File: src/rtl/game_flow_controller.sv
// Game flow sequencer: IDLE -> COUNTDOWN -> PLAY (-> PAUSE) -> GAMEOVER, with a BCD round timer.
// Optional pause support is enabled by defining GAME_FLOW_PAUSE_EN.
module game_flow_controller #(
    parameter int COUNTDOWN_SEC = 3,
    parameter int ROUND_SEC     = 99
) (
    input  logic       clk,
    input  logic       resetN,
    input  logic       startKey,
    input  logic       pauseKey,
    input  logic       one_sec,
    input  logic       tank1Win,
    input  logic       tank2Win,
    input  logic       tank1Lose,
    input  logic       tank2Lose,
    output logic       countEn,
    output logic       scoreClearN,
    output logic [2:0] state,
    output logic [3:0] countdownDigit,
    output logic [3:0] timerDigit1,
    output logic [3:0] timerDigit2,
    output logic [1:0] winner
);

    typedef enum logic [2:0] {
        IDLE      = 3'd0,
        COUNTDOWN = 3'd1,
        PLAY      = 3'd2,
        PAUSE     = 3'd3,
        GAMEOVER  = 3'd4
    } state_t;

    localparam logic [3:0] CD_INIT  = 4'(COUNTDOWN_SEC);
    localparam logic [3:0] RT_TENS  = 4'(ROUND_SEC / 10);
    localparam logic [3:0] RT_UNITS = 4'(ROUND_SEC % 10);

    state_t st;
    logic   start_prev;
    logic   start_ev;
    logic   t1_res;
    logic   t2_res;

    assign start_ev = startKey & ~start_prev;
    assign t1_res   = tank1Win | tank2Lose;
    assign t2_res   = tank2Win | tank1Lose;
    assign state    = st;

`ifdef GAME_FLOW_PAUSE_EN
    logic pause_prev;
    logic pause_ev;
    assign pause_ev = pauseKey & ~pause_prev;
`else
    logic unused_pause_key;
    assign unused_pause_key = pauseKey;
`endif

    always_ff @(posedge clk or negedge resetN) begin
        if (!resetN) begin
            st             <= IDLE;
            countEn        <= 1'b0;
            scoreClearN    <= 1'b0;
            winner         <= '0;
            countdownDigit <= CD_INIT;
            timerDigit1    <= RT_TENS;
            timerDigit2    <= RT_UNITS;
            start_prev     <= 1'b1;
`ifdef GAME_FLOW_PAUSE_EN
            pause_prev     <= 1'b1;
`endif
        end else begin
            start_prev  <= startKey;
`ifdef GAME_FLOW_PAUSE_EN
            pause_prev  <= pauseKey;
`endif
            scoreClearN <= 1'b1;
            case (st)
                IDLE, GAMEOVER: begin
                    if (start_ev) begin
                        scoreClearN    <= 1'b0;
                        countdownDigit <= CD_INIT;
                        timerDigit1    <= RT_TENS;
                        timerDigit2    <= RT_UNITS;
                        winner         <= '0;
                        st             <= COUNTDOWN;
                    end
                end
                COUNTDOWN: begin
                    if (one_sec) begin
                        if (countdownDigit == 4'd1) begin
                            countdownDigit <= '0;
                            countEn        <= 1'b1;
                            st             <= PLAY;
                        end else begin
                            countdownDigit <= countdownDigit - 4'd1;
                        end
                    end
                end
                PLAY: begin
                    // {t2,t1} encodes 1=tank1, 2=tank2, 3=both flagged (draw)
                    if (t1_res | t2_res) begin
                        winner  <= {t2_res, t1_res};
                        countEn <= 1'b0;
                        st      <= GAMEOVER;
                    end
`ifdef GAME_FLOW_PAUSE_EN
                    else if (pause_ev) begin
                        countEn <= 1'b0;
                        st      <= PAUSE;
                    end
`endif
                    else if (one_sec) begin
                        if (timerDigit1 == 4'd0 && timerDigit2 == 4'd0) begin
                            winner  <= 2'd3;
                            countEn <= 1'b0;
                            st      <= GAMEOVER;
                        end else if (timerDigit2 == 4'd0) begin
                            timerDigit2 <= 4'd9;
                            timerDigit1 <= timerDigit1 - 4'd1;
                        end else begin
                            timerDigit2 <= timerDigit2 - 4'd1;
                        end
                    end
                end
`ifdef GAME_FLOW_PAUSE_EN
                PAUSE: begin
                    if (pause_ev) begin
                        countEn <= 1'b1;
                        st      <= PLAY;
                    end
                end
`endif
                default: begin
                    countEn <= 1'b0;
                    st      <= IDLE;
                end
            endcase
        end
    end

endmodule
File: config.mk
export PLATFORM = sky130hd
export DESIGN_NAME = game_flow_controller
export DESIGN_NICKNAME = d
export VERILOG_FILES = /design/src/rtl/game_flow_controller.sv
export SDC_FILE = /design/constraint.sdc
export NUM_CORES = 1
export LEC_CHECK = 0
export CORE_UTILIZATION = 51
export CTS_BUF_LIST = sky130_fd_sc_hd__clkbuf_2 sky130_fd_sc_hd__clkbuf_4 sky130_fd_sc_hd__clkbuf_8
export CTS_CLUSTER_SIZE = 10
export DETAILED_ROUTE_END_ITERATION = 8
export PLACE_DENSITY = 0.81
export SYNTH_ARGS = -nofsm -noshare
export SYNTH_HDL_FRONTEND = slang
export SYNTH_SLANG_ARGS = --single-unit
File: constraint.sdc
create_clock -name clk -period 2.43 [get_ports clk]
set_clock_uncertainty 0.05 [all_clocks]
set_input_delay 0.486 -clock clk [delete_from_list [all_inputs] [get_ports clk]]
set_output_delay 0.486 -clock clk [all_outputs]
set_load 0.01 [all_outputs]
==> run_results.csv, run 1 <==
group,metric,value,unit
finish,synthToLayoutAreaGrowth,32.4,%
placement,dp_cells,181,
sta,holdWs,0.446,ns
floorplanning,die_x,51.2,µm
critical_path,arrival,2.53,ns
status,status,"complete, no violations",
sta,report.final.slew_viol_count,0,
clock_tree,cts_hold_buf,0,
worst_hold_path,hold_path.class,"in -> async",
sta,hold_violations,0,
synth,synthFlopType,"dfrtp_1",
clock_tree,clock_latency,0.31,ns
detailed_routing,viasPerCell,5.65,
critical_path,endpoint_kind,"flip-flop",
clock_tree,cts_buffers,3,
detailed_routing,vias,1045,
sta,setup_violations,0,
detailed_routing,dr.pass1.iters,4,
detailed_routing,wire_per_inst,14.1,µm
clock_tree,clockRootBuffer,"clkbuf_4",
finish,num_antenna_cells,0,
critical_path,crit_required,2.62,ns
clock_tree,cts.sinks,20,
floorplanning,coreArea,2250,µm²
floorplanning,start_util,0.547,
floorplanning,fp-row-count,17,
synth,synth_top_area_cell,"dfrtp_1",
power_and_ir_drop,power_leakage,0.695,nW
detailed_routing,route.detailed.drc,0,
floorplanning,die_h,51.2,µm
sta,period_minus_slack,2.34,ns
critical_path,rr_worst_depth,7,
critical_path,r2r_slack,0.23,ns
run,cap_violations,0,
clock_tree,cts_tree,"built",
synth,async_flop_share,1.00,
synth,seq_area_frac_synth,0.413,
grt,antenna_found_initial,0,
placement,place_hpwl,1.99,mm
clock_tree,clk_pin_slew_worst_paths,0.12,ns
sta,setup_ws,0.0920,ns
finish,fin_cells,185,
synth,netlist_area,1230,µm²
clock_tree,htree_levels,1,
critical_path,crit_fanout,7,
critical_path,crit_chain,"clkdlybuf4s50_1, or4_4, a311o_1, buf_4, a2111oi_1, a21o_1",
critical_path,worst_path_largest_cell_delay,0.54,ns
floorplanning,die_area,2620,µm²
synth,synth.avg_cell_area,10.1,µm²
critical_path,startpoint_type,"input pin",
synth,syn_inst,122,
finish,final.fill_count,175,
grt,grt.overflow.total,0,
critical_path,critPathSlowestCell,"or4_4",
synth,synth_area_leaders,"dfrtp_1 (26%), dfstp_2 (15%), ha_1 (6.1%), mux2i_1 (4.1%), nor2_1 (3.7%)",
synth,netlist.area_leader.share,0.264,
placement,gp_congestion,0.820,
synth,synth_cell_types,47,
grt,grt_max_degree,21,
grt,grt_pass1_wl,4.53,mm
clock_tree,cts_buffer_depth,2,
detailed_routing,drt-total-wl,2.60,mm
sta,worstMarginPinSlew,0.480,ns
sta,finalCritPeriodShare,0.962,
placement,port_buffers,26,
synth,synth_edf_count,0,
sta,rsz0062_at_grt,"no",
power_and_ir_drop,power.density,759,nW/µm²
synth,synth_warnings,0,
synth,syn_nets,137,
detailed_routing,ant_nets,0,
placement,place_ws,-0.308,ns
sta,max_slew_margin,0.680,
power_and_ir_drop,ir_worst_vdd,0.662,mV
detailed_routing,drt_iter0_markers,27,
sta,fmax,428,MHz
finish,drive_above_1_share,0.204,
floorplanning,boundaryPins,28,
critical_path,path_class,"in -> reg",
grt,grt_pass1_vias,1008,
finish,final_nets,173,
synth,synth-seq-cells,20,
grt,grt_use_total,0.233,
-- cells by family (layout without fill, tap and decap cells) --
family	Yosys count	count (layout)	synth area share
adders and majority gates	6	6	0.0609
muxes	7	7	0.0588
DFF	20	20	0.413
buffers and inverters	15	50	0.0537
AOI/OAI and AO/OA	34	34	0.234
and+or+nand+nor	40	40	0.180
-- per-stage QoR --
| stage | cell area, µm² | total power (W) | utilization | TNS (ns) |
|---|---|---|---|---|
| 2_1_floorplan | 1230 | 0.000746 | - | 0 |
| 3_3_place_gp | 1580 | 0.000952 | 0.700 | -1.54 |
| 3_5_place_dp | 1580 | 0.000975 | 0.700 | -1.83 |
| 4_1_cts | 1630 | 0.00125 | 0.724 | 0 |
| 5_1_grt | 1630 | 0.00131 | 0.724 | 0 |
| 6_report | 1630 | 0.00124 | 0.724 | 0 |
-- synthesized netlist by cell type (2+ instances only) --
master     number
dfrtp_1        13
nor2_1         12
inv_1           9
dfstp_2         7
ha_1            6
a21oi_1         5
mux2i_1         5
nor3_1          5
o21ai_0         5
nand2_1         4
a22o_1          3
clkbuf_1        3
nand2b_1        3
nor3b_1         3
a211o_1         2
a21oi_2         2
a2bb2oi_1       2
and2_1          2
nand3_1         2
nor2b_1         2
-- path summary, 6_finish.rpt --
path / from / end
setup / recovery: tank2Lose / timerDigit2[2]
hold / removal: resetN / countEn
setup reg to reg: timerDigit2[0] / timerDigit2[2]
hold reg to reg: timerDigit1[3] / timerDigit1[3]
max in group asynchronous: resetN / timerDigit1[3]
min in group clk: timerDigit1[3] / timerDigit1[3]
-- report_power, final --
part,internal (W),switching [W]
logic,0.000257,0.000201
clock network,0.000167,0.000104
registers,0.000422,0.0000886
-- final cells by class --
cell class,count,area [µm²],area share
Multi-Input combinational cell,87,659,0.404
Sequential cell,20,509,0.312
Timing Repair Buffer,37,343,0.210
Tap cell,28,35.0,0.0215
Inverter,9,33.8,0.0207
Clock inverter,1,30.0,0.0184
Clock buffer,3,22.5,0.0138
-- worst max-delay path: cells and delay by family --
family / cells / cell delay (ns)
AOI/OAI and AO/OA: 3 / 0.89
buffers and inverters: 2 / 0.61
and+or+nand+nor: 1 / 0.54
-- metal layers --
metal / track usage / share of wire
met5: 0 / 0
met4: 0.0833 / 0.0038
met3: 0.0298 / 0.032
met2: 0.384 / 0.49
met1: 0.314 / 0.47
-- flip-flops by register name (all words and copies together) (netlist names) --
name and count:
scoreClearN 1, timerDigit1 4, start_prev 1, countdownDigit 4, state 3, timerDigit2 4, winner 2, countEn 1
-- cells in the final DEF, fill, tap and decap left out, types with 2 or more instances in the layout --
cell type	synthesis	final
a211o_1	2	2
a21oi_1	5	5
a21oi_2	2	2
a22o_1	3	3
a2bb2oi_1	2	2
and2_1	2	2
buf_4	0	11
clkbuf_4	0	3
clkdlybuf4s50_1	0	26
dfrtp_1	13	13
dfstp_2	7	7
ha_1	6	6
inv_1	9	9
mux2i_1	5	5
nand2_1	4	4
nand2b_1	3	3
nand3_1	2	2
nor2_1	12	12
nor2b_1	2	2
nor3_1	5	5
nor3b_1	3	3
o21ai_0	5	5
-- what timing repair did --
action | 4_1_cts | 5_1_grt
setup buffers | 0 | 0
endpoints found under the setup margin | 0 | 2
resized for setup | 0 | 1
Note: power is estimated with default switching activity, not from simulation.
==> run 2, diff against run 1 <==
- MAX_ROUTING_LAYER: unset -> met4
- SKIP_CTS_REPAIR_TIMING: unset -> 1
==> run_results.csv, run 2 (same netlist as run 1, synthesis figures left out) <==
group,metric,value,unit
critical_path,startpoint_type,"input pin",
grt,grt_pass1_vias,1007,
placement,place_ws,-0.308,ns
critical_path,arrival,2.53,ns
sta,fin_tns_setup,0,ns
finish,drive_above_1_share,0.204,
sta,holdWs,0.446,ns
clock_tree,clk_pin_slew_worst_paths,0.12,ns
grt,grt_use_total,0.240,
clock_tree,cts_buffers,3,
power_and_ir_drop,swShare,0.318,
grt,antenna_found_initial,0,
sta,rsz0062_at_grt,"no",
clock_tree,cts_buffer_depth,2,
critical_path,crit_fanout,7,
critical_path,endpoint_kind,"flip-flop",
grt,grt_max_degree,21,
finish,reg_top3,"countdownDigit (4), timerDigit1 (4), timerDigit2 (4)",
power_and_ir_drop,power_leakage,0.695,nW
detailed_routing,wire_per_inst,14.1,µm
placement,port_buffers,26,
detailed_routing,route.met2.wl,1.28,mm
finish,layout_commonest_cell,"clkdlybuf4s50_1",
sta,hold_violations,0,
detailed_routing,viasPerCell,5.65,
clock_tree,cts.sinks,20,
clock_tree,htree_levels,1,
run,cap_violations,0,
detailed_routing,drt_iter0_markers,27,
critical_path,rr_worst_depth,7,
clock_tree,clockRootBuffer,"clkbuf_4",
sta,worstMarginPinSlew,0.480,ns
finish,final_cell_mix,"clkdlybuf4s50_1 (26), dfrtp_1 (13), nor2_1 (12), buf_4 (11), inv_1 (9)",
detailed_routing,route.detailed.drc,0,
critical_path,critPathSlowestCell,"or4_4",
sta,max_slew_margin,0.680,
power_and_ir_drop,power.internal,0.000845,W
detailed_routing,dr.pass1.iters,4,
critical_path,crit_required,2.62,ns
critical_path,path_class,"in -> reg",
grt,grt.overflow.total,0,
detailed_routing,ant_nets,0,
power_and_ir_drop,comb_power_share,0.369,
grt,grt_pass1_wl,4.54,mm
worst_hold_path,hold_path.class,"in -> async",
power_and_ir_drop,power_frac_clock,0.219,
floorplanning,start_util,0.547,
floorplanning,die_area,2620,µm²
detailed_routing,routed.top_layer,"met4",
power_and_ir_drop,power.share.sequential,0.412,
floorplanning,fp-row-count,17,
clock_tree,cts_tree,"built",
critical_path,crit_chain,"clkdlybuf4s50_1, or4_4, a311o_1, buf_4, a2111oi_1, a21o_1",
finish,final.fill_count,175,
sta,finalCritPeriodShare,0.962,
finish,synthToLayoutAreaGrowth,32.4,%
finish,final_nets,173,
finish,seq_area,509,µm²
power_and_ir_drop,power_switching,0.000394,W
placement,place_hpwl,1.99,mm
sta,setup_ws,0.0919,ns
power_and_ir_drop,ir_worst_vdd,0.662,mV
status,status,"complete, no violations",
floorplanning,die_x,51.2,µm
sta,setup_violations,0,
detailed_routing,wl_met3,83,µm
placement,gp_congestion,0.832,
detailed_routing,drt-total-wl,2.60,mm
sta,report.final.slew_viol_count,0,
finish,multi_input_area,659,µm²
sta,fmax,428,MHz
floorplanning,boundaryPins,28,
clock_tree,clock_latency,0.31,ns
finish,num_antenna_cells,0,
detailed_routing,vias,1045,
floorplanning,die_h,51.2,µm
sta,period_minus_slack,2.34,ns
power_and_ir_drop,power.density,759,nW/µm²
critical_path,worst_path_largest_cell_delay,0.54,ns
detailed_routing,wl_met1,1.23,mm
floorplanning,coreArea,2250,µm²
run 2: critical path: cells and delay by family:
kind | cells | cell delay [ns]
AOI/OAI and AO/OA | 3 | 0.89
buffers and inverters | 2 | 0.61
and+or+nand+nor | 1 | 0.54
run 2: through the flow:
| step | utilization | std cells | area [µm²] | power, W |
|---|---|---|---|---|
| floorplan | - | 122 | 1230 | 0.000746 |
| global placement | 0.700 | 181 | 1580 | 0.000952 |
| detailed placement | 0.700 | 181 | 1580 | 0.000975 |
| CTS | 0.724 | 185 | 1630 | 0.00125 |
| global route | 0.724 | 185 | 1630 | 0.00131 |
| finish | 0.724 | 185 | 1630 | 0.00124 |
run 2: final cells by class:
cell class / instances / share of cell area
repair buffers: 37 / 0.210
clock inverters: 1 / 0.0184
multi-input cells: 87 / 0.404
flip-flops and latches: 20 / 0.312
inverters: 9 / 0.0207
well taps: 28 / 0.0215
clock buffers: 3 / 0.0138
run 2: per-layer routing:
| metal | vias to the layer above | track usage |
|---|---|---|
| met1 | 504 | 0.314 |
| li1 | 513 | - |
| met4 | 0 | 0.0833 |
| met5 | - | - |
| met3 | 2 | 0.0298 |
| met2 | 26 | 0.384 |
run 2: final timing paths:
path / start / to / slack [ns]
setup / recovery: tank2Lose / timerDigit2[2] / 0.09
hold / removal: resetN / countEn / 0.45
setup reg to reg: timerDigit2[0] / timerDigit2[2] / 0.23
hold reg to reg: timerDigit1[3] / timerDigit1[3] / 0.48
max in group asynchronous: resetN / timerDigit1[3] / 1.60
min in group clk: timerDigit1[3] / timerDigit1[3] / 0.48
run 2: power by group through the flow:
stage	Sequential [W]	Combinational, W	Clock, W
2_1_floorplan	0.000519	0.000227	0
3_3_place_gp	0.000510	0.000442	0
3_5_place_dp	0.000513	0.000462	0
4_1_cts	0.000511	0.000462	0.000279
5_1_grt	0.000525	0.000501	0.000288
6_report	0.000510	0.000457	0.000271
